<file path="src/rtl/opl3_reg_write_ctrl.sv">
// OPL3 register-array write controller: decodes host I/O ports, queues data writes,
// commits them to the 512-entry array with enforced spacing, and zero-fills the array after reset.
module opl3_reg_write_ctrl #(
    parameter int CLR_ON_RESET   = 1,
    parameter int WR_BUSY_CYCLES = 8,
    parameter int FIFO_DEPTH     = 4
) (
    input  logic       clk,
    input  logic       reset_n,
    input  logic       host_wr,
    input  logic [1:0] host_port,
    input  logic [7:0] host_din,
    input  logic       is_new,
    output logic       reg_wr_en,
    output logic [8:0] reg_wr_addr,
    output logic [7:0] reg_wr_data,
    output logic       busy,
    output logic       fifo_full,
    output logic       overflow
);

    localparam int PTR_W = $clog2(FIFO_DEPTH);
    localparam int CNT_W = $clog2(FIFO_DEPTH + 1);

    typedef enum logic [1:0] {
        ST_CLEAR,
        ST_IDLE,
        ST_HOLD
    } state_t;

    typedef struct packed {
        logic [8:0] addr;
        logic [7:0] data;
    } wr_entry_t;

    localparam state_t           RESET_STATE = (CLR_ON_RESET != 0) ? ST_CLEAR : ST_IDLE;
    localparam logic [7:0]       HOLD_LOAD   = 8'(WR_BUSY_CYCLES - 1);
    localparam logic [CNT_W-1:0] DEPTH_CNT   = CNT_W'(FIFO_DEPTH);
    localparam logic [9:0]       CLR_LAST    = 10'd511;

    state_t           state;
    logic [9:0]       clr_cnt;
    logic [7:0]       hold_cnt;
    logic [8:0]       addr_latch;
    logic [8:0]       next_latch;

    wr_entry_t        fifo_mem [FIFO_DEPTH];
    logic [PTR_W-1:0] wr_ptr;
    logic [PTR_W-1:0] rd_ptr;
    logic [CNT_W-1:0] fifo_count;
    wr_entry_t        fifo_head;

    logic addr_wr;
    logic data_wr;
    logic fifo_empty;
    logic pop;
    logic push;
    logic drop;

    // Host port decode: odd ports carry data, even ports select the bank address.
    assign addr_wr    = host_wr && !host_port[0];
    assign data_wr    = host_wr &&  host_port[0];

    assign fifo_empty = (fifo_count == '0);
    assign fifo_full  = (fifo_count == DEPTH_CNT);
    assign fifo_head  = fifo_mem[rd_ptr];

    // A full FIFO still accepts a push when the head leaves in the same cycle.
    assign pop        = (state == ST_IDLE) && !fifo_empty;
    assign push       = data_wr && (!fifo_full || pop);
    assign drop       = data_wr &&  fifo_full && !pop;

    assign busy       = (state != ST_IDLE) || !fifo_empty;

    // NOTE: every variable assigned in always_comb gets a default first, so no latch is inferred.
    always_comb begin
        next_latch = addr_latch;
        if (addr_wr) begin
            // With NEW = 0 only 0x105 is reachable in bank1; everything else aliases to bank0.
            if (host_port[1] && (is_new || host_din == 8'h05)) begin
                next_latch = {1'b1, host_din};
            end else begin
                next_latch = {1'b0, host_din};
            end
        end
    end

    // NOTE: sequential state uses non-blocking assignments so every register samples pre-edge values.
    always_ff @(posedge clk or negedge reset_n) begin
        if (!reset_n) begin
            addr_latch <= '0;
            overflow   <= 1'b0;
        end else begin
            addr_latch <= next_latch;
            if (drop) begin
                overflow <= 1'b1;
            end
        end
    end

    // NOTE: FIFO storage is left unreset; the count and pointers alone define which entries are valid.
    always_ff @(posedge clk) begin
        if (push) begin
            fifo_mem[wr_ptr] <= '{addr: addr_latch, data: host_din};
        end
    end

    always_ff @(posedge clk or negedge reset_n) begin
        if (!reset_n) begin
            wr_ptr     <= '0;
            rd_ptr     <= '0;
            fifo_count <= '0;
        end else begin
            if (push) begin
                wr_ptr <= wr_ptr + 1'b1;
            end
            if (pop) begin
                rd_ptr <= rd_ptr + 1'b1;
            end
            case ({push, pop})
                2'b10:   fifo_count <= fifo_count + 1'b1;
                2'b01:   fifo_count <= fifo_count - 1'b1;
                default: fifo_count <= fifo_count;
            endcase
        end
    end

    always_ff @(posedge clk or negedge reset_n) begin
        if (!reset_n) begin
            state       <= RESET_STATE;
            clr_cnt     <= '0;
            hold_cnt    <= '0;
            reg_wr_en   <= 1'b0;
            reg_wr_addr <= '0;
            reg_wr_data <= '0;
        end else begin
            reg_wr_en <= 1'b0;
            case (state)
                ST_CLEAR: begin
                    reg_wr_en   <= 1'b1;
                    reg_wr_addr <= clr_cnt[8:0];
                    reg_wr_data <= '0;
                    if (clr_cnt == CLR_LAST) begin
                        clr_cnt <= '0;
                        state   <= ST_IDLE;
                    end else begin
                        clr_cnt <= clr_cnt + 1'b1;
                    end
                end
                ST_IDLE: begin
                    if (pop) begin
                        reg_wr_en   <= 1'b1;
                        reg_wr_addr <= fifo_head.addr;
                        reg_wr_data <= fifo_head.data;
                        hold_cnt    <= HOLD_LOAD;
                        // Single-cycle spacing keeps committing straight from IDLE.
                        if (WR_BUSY_CYCLES > 1) begin
                            state <= ST_HOLD;
                        end
                    end
                end
                ST_HOLD: begin
                    hold_cnt <= hold_cnt - 1'b1;
                    if (hold_cnt == 8'd1) begin
                        state <= ST_IDLE;
                    end
                end
                default: begin
                    state <= ST_IDLE;
                end
            endcase
        end
    end

endmodule

</file>
<file path="config.mk">
export PLATFORM = sky130hd
export DESIGN_NAME = opl3_reg_write_ctrl
export DESIGN_NICKNAME = d
export VERILOG_FILES = /design/src/rtl/opl3_reg_write_ctrl.sv
export SDC_FILE = /design/constraint.sdc
export NUM_CORES = 1
export LEC_CHECK = 0
export ABC_AREA = 1
export CAP_MARGIN = 0
export CORE_AREA = 2 2 94 96
export DETAILED_ROUTE_END_ITERATION = 7
export DIE_AREA = 0 0 96 98
export PLACE_DENSITY = 0.94
export SYNTH_ARGS = -nofsm -noshare
export SYNTH_HDL_FRONTEND = slang
export SYNTH_SLANG_ARGS = --single-unit
</file>
<file path="constraint.sdc">
create_clock -name clk -period 3.2 [get_ports clk]
set_input_delay 0.64 -clock clk [delete_from_list [all_inputs] [get_ports clk]]
set_output_delay 0.64 -clock clk [all_outputs]
set_load 0.005 [all_outputs]
</file>
# Word level (Yosys, flattened, before mapping)
# Memory sizes are Yosys's and may differ from the RTL's.
# Cells that the tools add are included.
[classes]
n_eq_ne = 12
n_addsub = 6
n_mux = 17
reduce_logical = 22
[op_table]
columns = ["cell", "n"]
rows = [
  ["$pmux W8 S2", 2],
  ["$mux W9", 2],
  ["$pmux W9 S2", 1],
  ["$mux W8", 2],
  ["$add A10 B1 Y10 const B", 1],
  ["$eq A10 B9 Y1 const B", 1],
  ["$mux W10", 1],
  ["$eq A8 B1 Y1 const B", 1],
  ["$eq A8 B3 Y1 const B", 1],
  ["$sub A8 B1 Y8 const B", 1],
  ["$logic_and A1 B1 Y1", 7],
  ["$mux W2", 3],
  ["$ne A2 B2 Y1 const B", 3],
  ["$pmux W2 S3", 1],
  ["$pmux W3 S2", 1],
  ["$reduce_bool A2 Y1", 3],
  ["$add A2 B1 Y2 const B", 2],
  ["$eq A2 B1 Y1 const B", 2],
  ["$eq A2 B2 Y1 const B", 2],
  ["$logic_not A1 Y1", 4],
  ["$reduce_and A2 Y1", 2],
  ["$add A3 B1 Y3 const B", 1],
  ["$eq A3 B3 Y1 const B", 1],
  ["$logic_not A3 Y1", 1],
  ["other kinds (7)", 11],
]
[word_totals]
mem_count = 1
out_inout_bits = 21
ramBits = 68
reg_bits = 55
[memory_table]
columns = ["name", "words", "word_bits", "rd", "rd_ports_with_merged_regs", "wr", "line_no", "text"]
rows = [
  ["fifo_mem", 4, 17, 1, 0, 1, "47", "wr_entry_t fifo_mem [FIFO_DEPTH];"],
]

# Longest topological paths before layout
[depth]
depth_word = 7
ltp_mapped = 10
mapped_depth_nobuf = 10

# Worst setup path before layout
# OpenSTA, ideal clock, no wires.
[synth_path]
path_kind = "input-to-reg"
from = "input host_wr"
to = "memory fifo_mem[0][0] (netlist bit), enable pin"
path_buffers = 0
stages = 4
required_ns = 2.809
arrival_ns = 1.635
setup_time_ns = 0.391
path_slack_ns = 1.174
cell_sequence = "nand2_1 inv_1 o21ai_2 nor2_1"
[synth_via]
elab_chain_cells = 4
[synth_rtl]
columns = ["element", "line_no", "text"]
rows = [
  ["from (decl)", "10", "input logic host_wr,"],
  ["$logic_and A1 B1 Y1", "62", "assign data_wr = host_wr && host_port[0];"],
  ["$logic_and A1 B1 Y1", "70", "assign push = data_wr && (!fifo_full || pop);"],
  ["$mux W1", "103", "if (push) begin"],
  ["$mux W1 (implied by the code)", "104", "fifo_mem[wr_ptr] <= '{addr: addr_latch, data: host_din};"],
  ["to (decl)", "47", ""],
]
# No other way between the ends.

# Final worst setup path
[layout_path]
from = "register fifo_count[1]"
to = "output busy"
[layout_via]
elab_chain_cells = 3
[layout_rtl]
columns = ["element", "line_no", "text"]
rows = [
  ["from (decl)", "50", "logic [CNT_W-1:0] fifo_count;"],
  ["from (signal assigned)", "121", "2'b10: fifo_count <= fifo_count + 1'b1;"],
  ["from (signal assigned)", "122", "2'b01: fifo_count <= fifo_count - 1'b1;"],
  ["from (signal assigned)", "123", "default: fifo_count <= fifo_count;"],
  ["$logic_not A3 Y1", "64", "assign fifo_empty = (fifo_count == '0);"],
  ["$logic_not A1 Y1", "73", "assign busy = (state != ST_IDLE) || !fifo_empty;"],
  ["$logic_or A1 B1 Y1", "73", ""],
  ["to (decl)", "17", "output logic busy,"],
]
# No other way between the ends.

==> impl_metrics.env <==
export IMPL_ff_latch_area_um2=3420
export IMPL_grt_antenna_before_repair=0
export IMPL_reg2reg_to="hold_cnt[7]"
export IMPL_synth_edf_count=68
export IMPL_multi_input_gate_area_in_the_final_layout_um2=1450
export IMPL_detail_route_wl_per_cell_um=19.0
export IMPL_global_route_usage_total=0.286
export IMPL_antenna_left=0
export IMPL_wire_length_of_the_first_global_routing_pass_um=19700
export IMPL_synthCells=479
export IMPL_cts_root_to_sink_buffers=2
export IMPL_clock_sink_count=123
export IMPL_cts_resized=0
export IMPL_post_cts_setup_buffer_count=0
export IMPL_fin_hold_ws_ps=225
export IMPL_place_detailed_hpwl_um=7170
export IMPL_floorplan_die_width_um=96
export IMPL_synthesis_area_um2=5110
export IMPL_timing_critical_path_max_delay_family="buffers and inverters"
export IMPL_fin_tns_setup_ps=0
export IMPL_ys_seq_elements=123
export IMPL_clk_lat_worst_skew_ps=520
export IMPL_worstPathMaxFanout=3
export IMPL_worst_r2r_cell_count=7
export IMPL_finalWeightedCongestion=0.892
export IMPL_grt_setup_unrepaired="false"
export IMPL_yosys_cell_types_count=30
export IMPL_vdd_ir_drop_worst_mv=0.538
export IMPL_cts_inserted_buffers=17
export IMPL_placement_io_buffers=34
export IMPL_cap_viol_max_count=0
export IMPL_timing_critical_path_required_ps=2560
export IMPL_dpl_worst_slack_ps=1050
export IMPL_seq_area_frac_synth=0.669
export IMPL_finish_net_count=543
export IMPL_setup_viol=0
export IMPL_critical_path_top_cell_by_count="sky130_fd_sc_hd__nand2_1"
export IMPL_rrSetupSlack_ps=1290
export IMPL_ctsHoldBuffers=0
export IMPL_worstPathBufferInverterCount=2
export IMPL_grt_max_degree=38
export IMPL_dr_pass1_iters=5
export IMPL_arrival_ps=1920
export IMPL_max_freq_mhz=390
export IMPL_overall_routed_net_length_um=12200
export IMPL_final_setup_skew_ps=6.98
export IMPL_setup_slack_ps=636
export IMPL_htreeDepth=4
export IMPL_yosys_most_used_dff="sky130_fd_sc_hd__edfxtp_1"
export IMPL_worst_setup_path_start_kind="flop"
export IMPL_crit_slowest_cell="sky130_fd_sc_hd__clkdlybuf4s50_1"
export IMPL_yosysWarningCount=0
export IMPL_final_layout_size_suffix_gt1_frac=0.0843
export IMPL_report_final_hold_viol_count=0
export IMPL_tightestPinTransition_ps=835
export IMPL_drtIter0Drc=589
export IMPL_relSlewSlack=0.444
export IMPL_core_um2=8470
export IMPL_synth_area_per_cell_um2=10.7
export IMPL_cts_tree="done"
export IMPL_fill_cells=513
export IMPL_cts_root_buf="sky130_fd_sc_hd__clkbuf_8"
export IMPL_height_of_the_die_um=98
export IMPL_fin_crit_ps=2560
export IMPL_final_max_slew_viol_count=0
export IMPL_postSynthNetCount=501
export IMPL_r2r_start="fifo_count[1]"
export IMPL_power_density_nw_per_um2=584
export IMPL_leakagePower_nw=2.61
export IMPL_viasPerCell=5.98
export IMPL_list_of_cells_traversed_by_the_critical_path="nor2_1, nand2_1, inv_1, nand2_1, clkdlybuf4s50_1"
export IMPL_cp_end_kind="output pin"
export IMPL_n_antenna_cell=0
export IMPL_grt_overflow_total=0
export IMPL_async_reset_ff_frac=0.447
export IMPL_run_status="completed"
export IMPL_dr_total_vias=3838
export IMPL_detail_route_drc_violations=0
export IMPL_max_stage_delay_ps=480
export IMPL_areaGrowthSynthToFinish_pct=19.3
export IMPL_critical_path_class="flop to output pin"
export IMPL_grt_pass1_vias=3831
export IMPL_cp_startpoint="fifo_count[1]"
export IMPL_die_area_um2=9410
export IMPL_period_utilization_post_route=0.801
export IMPL_min_path_type="primary input to async pin"
export IMPL_cts_reportedPaths_clkPinSlew_ps=60
export IMPL_starting_density_of_the_core=0.603
export IMPL_top_level_ports=35
export IMPL_layout_cells_most_common_list="sky130_fd_sc_hd__nand2_1, sky130_fd_sc_hd__edfxtp_1, sky130_fd_sc_hd__dfrtp_1"
export IMPL_placementRows=34
export IMPL_mostFrequentLayoutCell="sky130_fd_sc_hd__nand2_1"
==> through the flow <==
stage | instance area [µm²] | cells | power [mW] | utilization
global placement | 5540 | 610 | 1.81 | 0.655
finish | 6090 | 642 | 3.56 | 0.720
floorplan | 5110 | 479 | 1.76 | -
detailed placement | 5540 | 610 | 1.82 | 0.655
CTS | 6090 | 642 | 3.57 | 0.720
global route | 6090 | 642 | 3.66 | 0.720
==> worst max path at each step <==
stage | endpoint | slack, ps | cells after the start
after global routing | busy | 570 | 5
final | busy | 640 | 5
after floorplan | fifo_mem[0][0] | 1170 | 4
after detailed placement | fifo_count[2] | 1050 | 10
after global placement | fifo_mem[3][10] | 1120 | 6
after CTS | busy | 650 | 5
==> synthesized netlist by cell type (2+ instances only) <==
cell type | instances | area [µm²]
sky130_fd_sc_hd__ha_1 | 7 | 87.6
sky130_fd_sc_hd__dfrtp_1 | 55 | 1380
sky130_fd_sc_hd__o22ai_1 | 9 | 56.3
sky130_fd_sc_hd__nor2_1 | 48 | 180
sky130_fd_sc_hd__buf_2 | 9 | 45.0
sky130_fd_sc_hd__o21ai_0 | 31 | 155
sky130_fd_sc_hd__inv_2 | 5 | 18.8
sky130_fd_sc_hd__o21ai_1 | 12 | 60.1
sky130_fd_sc_hd__edfxtp_1 | 68 | 2040
sky130_fd_sc_hd__buf_4 | 2 | 15.0
sky130_fd_sc_hd__nand4_1 | 4 | 25.0
sky130_fd_sc_hd__inv_1 | 36 | 135
sky130_fd_sc_hd__o211ai_1 | 2 | 15.0
sky130_fd_sc_hd__xor2_1 | 6 | 52.6
sky130_fd_sc_hd__clkbuf_1 | 6 | 22.5
sky130_fd_sc_hd__nand3_1 | 47 | 235
sky130_fd_sc_hd__a21oi_1 | 22 | 110
sky130_fd_sc_hd__xnor2_1 | 3 | 26.3
sky130_fd_sc_hd__nand2_1 | 96 | 360
==> area by class of cell <==
| class | count | share of cell area |
|---|---|---|
| inverter | 42 | 0.0259 |
| clock buffer | 19 | 0.0692 |
| clock inverter | 13 | 0.0211 |
| tap | 108 | 0.0222 |
| timing repair buffer | 41 | 0.0636 |
| sequential | 123 | 0.561 |
| multi-input combinational | 296 | 0.237 |
==> flip-flops by register name, indices dropped and copies added, names as in the netlist <==
name	flops
reg_wr_addr	9
reg_wr_data	8
fifo_count	3
overflow	1
addr_latch	9
clr_cnt	10
wr_ptr	2
reg_wr_en	1
hold_cnt	8
state	2
fifo_mem	68
rd_ptr	2
==> worst register-to-register path, stage by stage, from the launching register on <==
cell	delay, ps
sky130_fd_sc_hd__dfrtp_1	400
sky130_fd_sc_hd__nor2_1	150
sky130_fd_sc_hd__nand2_1	150
sky130_fd_sc_hd__nand2_2	430
sky130_fd_sc_hd__inv_2	300
sky130_fd_sc_hd__o21ai_0	250
sky130_fd_sc_hd__o21ai_0	110
sky130_fd_sc_hd__inv_1	70
==> routing by layer <==
metal  vias up  part of all wire  global-route usage
li1       1706                 -                   -
met1      1864              0.37               0.383
met2       234              0.52               0.460
met3        34             0.087              0.0818
met4         0             0.023              0.0769
met5         -                 0                   0
==> cells by family after synthesis <==
| logic type | share of synthesized area |
|---|---|
| AND/OR/NAND/NOR | 0.163 |
| flip-flops | 0.669 |
| AO/OA/AOI/OAI | 0.0838 |
| buffers and inverters | 0.0480 |
| XOR/XNOR | 0.0154 |
| adder cells (fa/ha/maj) | 0.0211 |
==> power breakdown <==
group | switching (mW) | internal (mW)
sequential | 0.0261 | 1.70
clock | 0.676 | 1.10
combinational | 0.0398 | 0.0220
total | 0.742 | 2.82
Power figures use the tool's default switching activity.
